--- src/rtl/chrono_wb_master_pkg.sv ---
// ----------------------------------------------------------------------------
// chrono_wb_master_pkg
//   Shared definitions for the stopwatch Wishbone master:
//   - BCD digit width and packed count width
//   - default display slave address (MSB set selects slave 1)
//   - bus FSM state encoding
// ----------------------------------------------------------------------------
package chrono_wb_master_pkg;

    localparam int unsigned BCD_W   = 4;
    localparam int unsigned COUNT_W = 4 * BCD_W;

    localparam logic [10:0] DISPLAY_ADDR_DEFAULT = 11'h400;

    typedef enum logic {
        ST_IDLE  = 1'b0,
        ST_WRITE = 1'b1
    } wb_state_e;

endpackage

--- src/rtl/chrono_wb_master_digit.sv ---
// ----------------------------------------------------------------------------
// bcd_digit_counter
//   One BCD digit counting 0..MODULUS-1. Advances when inc_i is high and
//   wraps to 0, raising carry_o in the same cycle so the next digit advances
//   on the same edge.
//   Ports:
//     clk_i    - clock, rising edge
//     rst_i    - asynchronous active-high reset (digit -> 0)
//     clr_i    - synchronous clear (digit -> 0), wins over inc_i
//     inc_i    - increment request
//     digit_o  - current digit value
//     carry_o  - high when inc_i is high and the digit is at MODULUS-1
// ----------------------------------------------------------------------------
module bcd_digit_counter
    import chrono_wb_master_pkg::*;
#(
    parameter int unsigned MODULUS = 10
) (
    input  logic             clk_i,
    input  logic             rst_i,
    input  logic             clr_i,
    input  logic             inc_i,
    output logic [BCD_W-1:0] digit_o,
    output logic             carry_o
);

    localparam logic [BCD_W-1:0] LAST = BCD_W'(MODULUS - 1);

    logic [BCD_W-1:0] digit_q, digit_d;

    always_comb begin
        carry_o = inc_i && (digit_q == LAST);
        digit_d = digit_q;
        if (clr_i) begin
            digit_d = '0;
        end else if (inc_i) begin
            digit_d = carry_o ? '0 : digit_q + 1'b1;
        end
    end

    always_ff @(posedge clk_i or posedge rst_i) begin
        if (rst_i) begin
            digit_q <= '0;
        end else begin
            digit_q <= digit_d;
        end
    end

    assign digit_o = digit_q;

endmodule

--- src/rtl/chrono_wb_master.sv ---
// ----------------------------------------------------------------------------
// chrono_wb_master
//   Centisecond stopwatch (00.00..59.99, BCD) that pushes every count change
//   to a display slave with single Wishbone write cycles.
//   Ports:
//     clk_i, rst_i          - clock (rising edge), async active-high reset
//     start_stop_i          - pulse: toggle run/pause
//     clear_i               - pulse: zero and stop (wins over start_stop_i)
//     addr_o, data_o, sel_o - Wishbone address / write data / byte select
//     data_i                - Wishbone read data (ignored)
//     cyc_o, stb_o, we_o    - Wishbone cycle / strobe / write enable
//     ack_i                 - Wishbone acknowledge
//     running_o             - high while counting
//     err_o                 - one-cycle pulse when a write times out
// ----------------------------------------------------------------------------
module chrono_wb_master
    import chrono_wb_master_pkg::*;
#(
    parameter int unsigned WB_DATA_WIDTH = 32,
    parameter int unsigned WB_ADDR_WIDTH = 11,
    parameter int unsigned GRANULARITY   = 8,
    parameter int unsigned CLK_FPGA      = 100000000,
    parameter int unsigned TICK_HZ       = 100,
    parameter logic [WB_ADDR_WIDTH-1:0] DISPLAY_ADDR = WB_ADDR_WIDTH'(DISPLAY_ADDR_DEFAULT),
    parameter int unsigned ACK_TIMEOUT   = 15
) (
    input  logic                                   clk_i,
    input  logic                                   rst_i,
    input  logic                                   start_stop_i,
    input  logic                                   clear_i,
    output logic [WB_ADDR_WIDTH-1:0]               addr_o,
    output logic [WB_DATA_WIDTH-1:0]               data_o,
    input  logic [WB_DATA_WIDTH-1:0]               data_i,
    output logic                                   cyc_o,
    output logic                                   stb_o,
    output logic                                   we_o,
    output logic [WB_DATA_WIDTH/GRANULARITY-1:0]   sel_o,
    input  logic                                   ack_i,
    output logic                                   running_o,
    output logic                                   err_o
);

    localparam int unsigned PRESC_DIV = CLK_FPGA / TICK_HZ;
    localparam int unsigned PRESC_W   = (PRESC_DIV > 1) ? $clog2(PRESC_DIV) : 1;
    localparam logic [PRESC_W-1:0] PRESC_MAX = PRESC_W'(PRESC_DIV - 1);

    localparam int unsigned SEL_W = WB_DATA_WIDTH / GRANULARITY;
    localparam logic [SEL_W-1:0] SEL_WRITE = SEL_W'(2'b11);

    localparam int unsigned TMO_W = $clog2(ACK_TIMEOUT + 1);
    localparam logic [TMO_W-1:0] TMO_LAST = TMO_W'(ACK_TIMEOUT - 1);

    // ---------------- prescaler and run control ----------------
    logic               running_q, running_d;
    logic [PRESC_W-1:0] presc_q, presc_d;
    logic               tick;

    assign tick = running_q && (presc_q == PRESC_MAX);

    always_comb begin
        running_d = running_q;
        presc_d   = presc_q;
        if (clear_i) begin
            running_d = 1'b0;
            presc_d   = '0;
        end else begin
            if (start_stop_i) begin
                running_d = ~running_q;
            end
            if (running_q) begin
                presc_d = tick ? '0 : presc_q + 1'b1;
            end
        end
    end

    always_ff @(posedge clk_i or posedge rst_i) begin
        if (rst_i) begin
            running_q <= 1'b0;
            presc_q   <= '0;
        end else begin
            running_q <= running_d;
            presc_q   <= presc_d;
        end
    end

    // ---------------- BCD count chain ----------------
    logic [BCD_W-1:0] c_ones, c_tens, s_ones, s_tens;
    logic             carry0, carry1, carry2, carry3;
    logic [COUNT_W-1:0] count;

    bcd_digit_counter #(.MODULUS(10)) u_c_ones (
        .clk_i(clk_i), .rst_i(rst_i), .clr_i(clear_i), .inc_i(tick),
        .digit_o(c_ones), .carry_o(carry0)
    );
    bcd_digit_counter #(.MODULUS(10)) u_c_tens (
        .clk_i(clk_i), .rst_i(rst_i), .clr_i(clear_i), .inc_i(carry0),
        .digit_o(c_tens), .carry_o(carry1)
    );
    bcd_digit_counter #(.MODULUS(10)) u_s_ones (
        .clk_i(clk_i), .rst_i(rst_i), .clr_i(clear_i), .inc_i(carry1),
        .digit_o(s_ones), .carry_o(carry2)
    );
    bcd_digit_counter #(.MODULUS(6)) u_s_tens (
        .clk_i(clk_i), .rst_i(rst_i), .clr_i(clear_i), .inc_i(carry2),
        .digit_o(s_tens), .carry_o(carry3)
    );

    assign count = {s_tens, s_ones, c_tens, c_ones};

    // 59.99 simply wraps to 00.00; read data is never used.
    logic unused_sig;
    assign unused_sig = ^{data_i, carry3};

    // ---------------- Wishbone write FSM ----------------
    wb_state_e                state_q, state_d;
    logic                     pending_q, pending_d;
    logic                     bus_q, bus_d;
    logic [WB_ADDR_WIDTH-1:0] addr_q, addr_d;
    logic [SEL_W-1:0]         sel_q, sel_d;
    logic [WB_DATA_WIDTH-1:0] data_q, data_d;
    logic                     err_q, err_d;
    logic [TMO_W-1:0]         tmo_q, tmo_d;
    logic                     count_change;

    assign count_change = tick || clear_i;

    always_comb begin
        state_d   = state_q;
        bus_d     = bus_q;
        addr_d    = addr_q;
        sel_d     = sel_q;
        data_d    = data_q;
        tmo_d     = tmo_q;
        err_d     = 1'b0;
        pending_d = pending_q || count_change;

        unique case (state_q)
            ST_IDLE: begin
                if (pending_q) begin
                    state_d = ST_WRITE;
                    bus_d   = 1'b1;
                    addr_d  = DISPLAY_ADDR;
                    sel_d   = SEL_WRITE;
                    data_d  = WB_DATA_WIDTH'(count);
                    tmo_d   = '0;
                    // A change on this very edge is newer than the snapshot.
                    pending_d = count_change;
                end
            end
            ST_WRITE: begin
                if (ack_i) begin
                    state_d = ST_IDLE;
                    bus_d   = 1'b0;
                    addr_d  = '0;
                    sel_d   = '0;
                end else if (tmo_q == TMO_LAST) begin
                    state_d   = ST_IDLE;
                    bus_d     = 1'b0;
                    addr_d    = '0;
                    sel_d     = '0;
                    err_d     = 1'b1;
                    pending_d = 1'b1;
                end else begin
                    tmo_d = tmo_q + 1'b1;
                end
            end
            default: state_d = ST_IDLE;
        endcase
    end

    always_ff @(posedge clk_i or posedge rst_i) begin
        if (rst_i) begin
            state_q   <= ST_IDLE;
            pending_q <= 1'b1;
            bus_q     <= 1'b0;
            addr_q    <= '0;
            sel_q     <= '0;
            data_q    <= '0;
            err_q     <= 1'b0;
            tmo_q     <= '0;
        end else begin
            state_q   <= state_d;
            pending_q <= pending_d;
            bus_q     <= bus_d;
            addr_q    <= addr_d;
            sel_q     <= sel_d;
            data_q    <= data_d;
            err_q     <= err_d;
            tmo_q     <= tmo_d;
        end
    end

    assign cyc_o     = bus_q;
    assign stb_o     = bus_q;
    assign we_o      = bus_q;
    assign addr_o    = addr_q;
    assign sel_o     = sel_q;
    assign data_o    = data_q;
    assign err_o     = err_q;
    assign running_o = running_q;

endmodule
--- config.mk ---
export PLATFORM = sky130hd
export DESIGN_NAME = chrono_wb_master
export DESIGN_NICKNAME = d
export VERILOG_FILES = /design/src/rtl/chrono_wb_master_pkg.sv /design/src/rtl/chrono_wb_master_digit.sv /design/src/rtl/chrono_wb_master.sv
export SDC_FILE = /design/constraint.sdc
export NUM_CORES = 1
export LEC_CHECK = 0
export ABC_AREA = 1
export BUFFER_PORTS_ARGS = -buffer_cell sky130_fd_sc_hd__buf_4
export CORE_MARGIN = 4
export CORE_UTILIZATION = 53
export CTS_CLUSTER_DIAMETER = 80
export CTS_CLUSTER_SIZE = 24
export DETAILED_ROUTE_END_ITERATION = 16
export GPL_TIMING_DRIVEN = 0
export PLACE_DENSITY = 0.89
export SYNTH_ARGS = -nofsm -noshare
export SYNTH_HDL_FRONTEND = slang
export SYNTH_SLANG_ARGS = --single-unit
--- constraint.sdc ---
create_clock -name clk_i -period 1.9 [get_ports clk_i]
set_input_delay 0.095 -clock clk_i [delete_from_list [all_inputs] [get_ports clk_i]]
set_output_delay 0.095 -clock clk_i [all_outputs]
set_load 0.03 [all_outputs]
==> out/results.txt <==
Post-DP Area: 3870 um^2
RSZ-0062 raised after global routing: false
Antenna violations before repair: 0
R2R setup slack: 0.18 ns
Detailed Place HPWL: 5280 um
# H-tree levels: 3
Final core occ: 64.9%
Pin count of the biggest net entering global routing: 39
Worst-case clock buffer depth: 2
Final net count: 527
WHS Endpoint: running_o
Netlist Area Pre-Place: 3440 um^2
Maximum vdd ir drop: 0.000832 V
Hold Crit Depth: 4
Post-layout min period: 1.72 ns
Worst Path Required: 2.14 ns
Cts bufs inserted: 9
Vias per inst: 5.09
Routed WL: 7240 um
Floorplan die width: 88.6 um
DRT iter0 DRCs: 112
Fmax: 581 MHz
Min setup slack post-route: 0.178 ns
Post-CTS Setup Bufs: 0
Post-cts resize count: 0
Endpoints failing hold: 0
Max-cap violations: 0
Clock sinks: 61
Part of the Yosys area used for sequential elements: 44.4%
WL/cell: 12.9 um
Worst rel slew slack: 65.2%
Area Growth Syn to Fin: 19.0%
WHS: 0.0191 ns
Worst r2r src: u_c_ones.digit_o[1]
Setup crit start kind: flip-flop
Worst skew pair latency: 0.34 ns
Data arrival time of the worst path: 1.96 ns
PD cells: 848 nW/um^2
Die Area: 7850 um^2
Worst Skew: 0.00606 ns
Reg-to-reg endpoint: u_s_tens.digit_o[0]
Post-detailed-route DRC marker count: 0
Type of the worst setup path: flip-flop to flip-flop
TritonCTS clock tree: yes
Slew @ Worst Pin: 0.521 ns
CTS clock-pin slew for the worst setup and hold paths: 0.07 ns
Detailed Routing Iterations Pass 1: 4
Vias in the first global route: 2825
Outcome: completed
Yosys cell types: 35
Final period util: 90.6%
Avg Synthesized Cell Area: 8.39 um^2
Antenna cells: 0
GP Congestion: 0.926
Core Rows: 29
Buffer type at the clock tree root: clkbuf_8
Core Region: 6310 um^2
Syn Inst Count: 410
Worst-path fanout max: 5
IO Count: 89
Leak pwr: 2.07 nW
Via count: 2854
IO Port Bufs: 28
Final Cell Area: 4100 um^2
Seq cells post-synth: 61
DP Worst Slack: 0.192 ns
Setup violators final: 0
Multi-input logic area: 1530 um^2
Reg2reg path depth: 11
Fillers: 517
First-pass GRT wire length: 12400 um
Antenna-violating nets left: 0
Congestion Overflow GR: 0
Hold crit path type: primary input to flip-flop
DIE HEIGHT: 88.6 um
Initial Utilization: 54.5%
Synthesis Warnings: 0
Total GRT Usage: 20.4%
Crit end category: flip-flop
CTS Hold Bufs: 2
Layout cell share with drive strength beyond 1: 21.1%
Register area: 1530 um^2
Pins Over Slew Limit: 0
HP Start: start_stop_i
## report_power, final
part           internal [mW]  switching (mW)  total [mW]
logic                  0.292           0.529       0.822
registers               1.37          0.0746        1.45
clock network          0.716           0.488        1.20
total                   2.38            1.09        3.47
## cells in the mapped netlist, drive strengths merged
cell    number  area [um^2]
nand2       76          300
dfrtp       60         1500
inv         56          213
nor2        44          213
o21ai       37          189
nand3       36          215
buf         35          260
xor2        12          105
a21oi       11         55.1
ha          11          138
nor3        10         72.6
nand4        9         71.3
clkbuf       3         11.3
mux2         2         22.5
a221oi       1         8.76
a22o         1         8.76
clkinv       1         3.75
conb         1         3.75
dfstp        1         26.3
nand3b       1         7.51
nor3b        1         7.51
o31ai        1         7.51
## through the flow
| stage | setup TNS [ns] | power [mW] | instances |
|---|---|---|---|
| floorplan | 0 | 2.06 | 437 |
| global placement | -24.63 | 2.26 | 542 |
| detailed placement | 0 | 2.29 | 543 |
| CTS | 0 | 3.50 | 561 |
| global route | 0 | 3.63 | 561 |
| finish | 0 | 3.47 | 561 |
## critical path: stages (launching register included)
cell,delay (ns)
dfrtp_1,0.41
inv_1,0.09
ha_1,0.14
nand2_1,0.05
nor2_1,0.29
inv_1,0.13
nor2_4,0.14
nand3_2,0.13
nand2_2,0.11
nand2_1,0.05
nand2_1,0.06
inv_1,0.04
## sequential cells by signal (all words and copies together) (netlist names)
| register | cells |
|---|---|
| sel_o | 1 |
| state_q | 1 |
| running_o | 1 |
| u_s_ones.digit_o | 4 |
| tmo_q | 4 |
| presc_q | 20 |
| u_c_ones.digit_o | 4 |
| u_c_tens.digit_o | 4 |
| pending_q | 1 |
| err_o | 1 |
| u_s_tens.digit_o | 4 |
| data_o | 16 |
## layout make-up
cell class | count | share of cell area [%]
tap | 77 | 2.35
timing repair buffer | 31 | 6.11
multi-input combinational | 281 | 37.3
inverter | 57 | 5.29
clock inverter | 1 | 0.733
sequential | 61 | 37.3
buffer | 38 | 6.63
clock buffer | 15 | 4.31
## layer usage
| metal | wire length, um | vias up | global-route usage, % |
|---|---|---|---|
| li1 | - | 1385 | - |
| met1 | 2950 | 1351 | 24.4 |
| met2 | 3720 | 104 | 35.5 |
| met3 | 451 | 14 | 3.72 |
| met4 | 126 | 0 | 9.20 |
| met5 | 0 | - | 0 |
## cells by family (layout without fill, tap and decap cells)
kind of cell | after synthesis | count (layout) | share of synthesized area [%]
compound gates | 51 | 51 | 7.82
xor+xnor | 12 | 12 | 3.05
fa+ha+maj | 11 | 11 | 4.00
buf+inv | 95 | 142 | 14.2
flops | 61 | 61 | 44.4
mux | 2 | 2 | 0.654
other cells | 1 | 28 | 0.109
simple gates | 177 | 177 | 25.8
## worst max path at each step
stage / endpoint / slack [ns] / startpoint
3_5_place_dp: u_s_tens.digit_o[0] / 0.19 / u_c_ones.digit_o[1]
3_3_place_gp: presc_q[16] / -0.41 / rst_i
5_1_grt: u_c_tens.digit_o[1] / 0.03 / u_c_ones.digit_o[1]
4_1_cts: u_s_tens.digit_o[0] / 0.18 / u_c_ones.digit_o[1]
2_1_floorplan: data_o[0] / 0.29 / rst_i
6_report: u_s_tens.digit_o[0] / 0.18 / u_c_ones.digit_o[1]
## placed cells by master, fill, tap and decap left out, drive strengths merged
master | Yosys | layout
nand2 | 76 | 76
buf | 35 | 64
dfrtp | 60 | 60
inv | 56 | 56
nor2 | 44 | 44
o21ai | 37 | 37
nand3 | 36 | 36
conb | 1 | 28
clkbuf | 3 | 18
xor2 | 12 | 12
a21oi | 11 | 11
ha | 11 | 11
nor3 | 10 | 10
nand4 | 9 | 9
mux2 | 2 | 2
dlygate4sd3 | 0 | 2
clkinv | 1 | 1
a22o | 1 | 1
nand3b | 1 | 1
o31ai | 1 | 1
a221oi | 1 | 1
nor3b | 1 | 1
bufinv | 0 | 1
dfstp | 1 | 1
(Power assumes the default switching activity.)
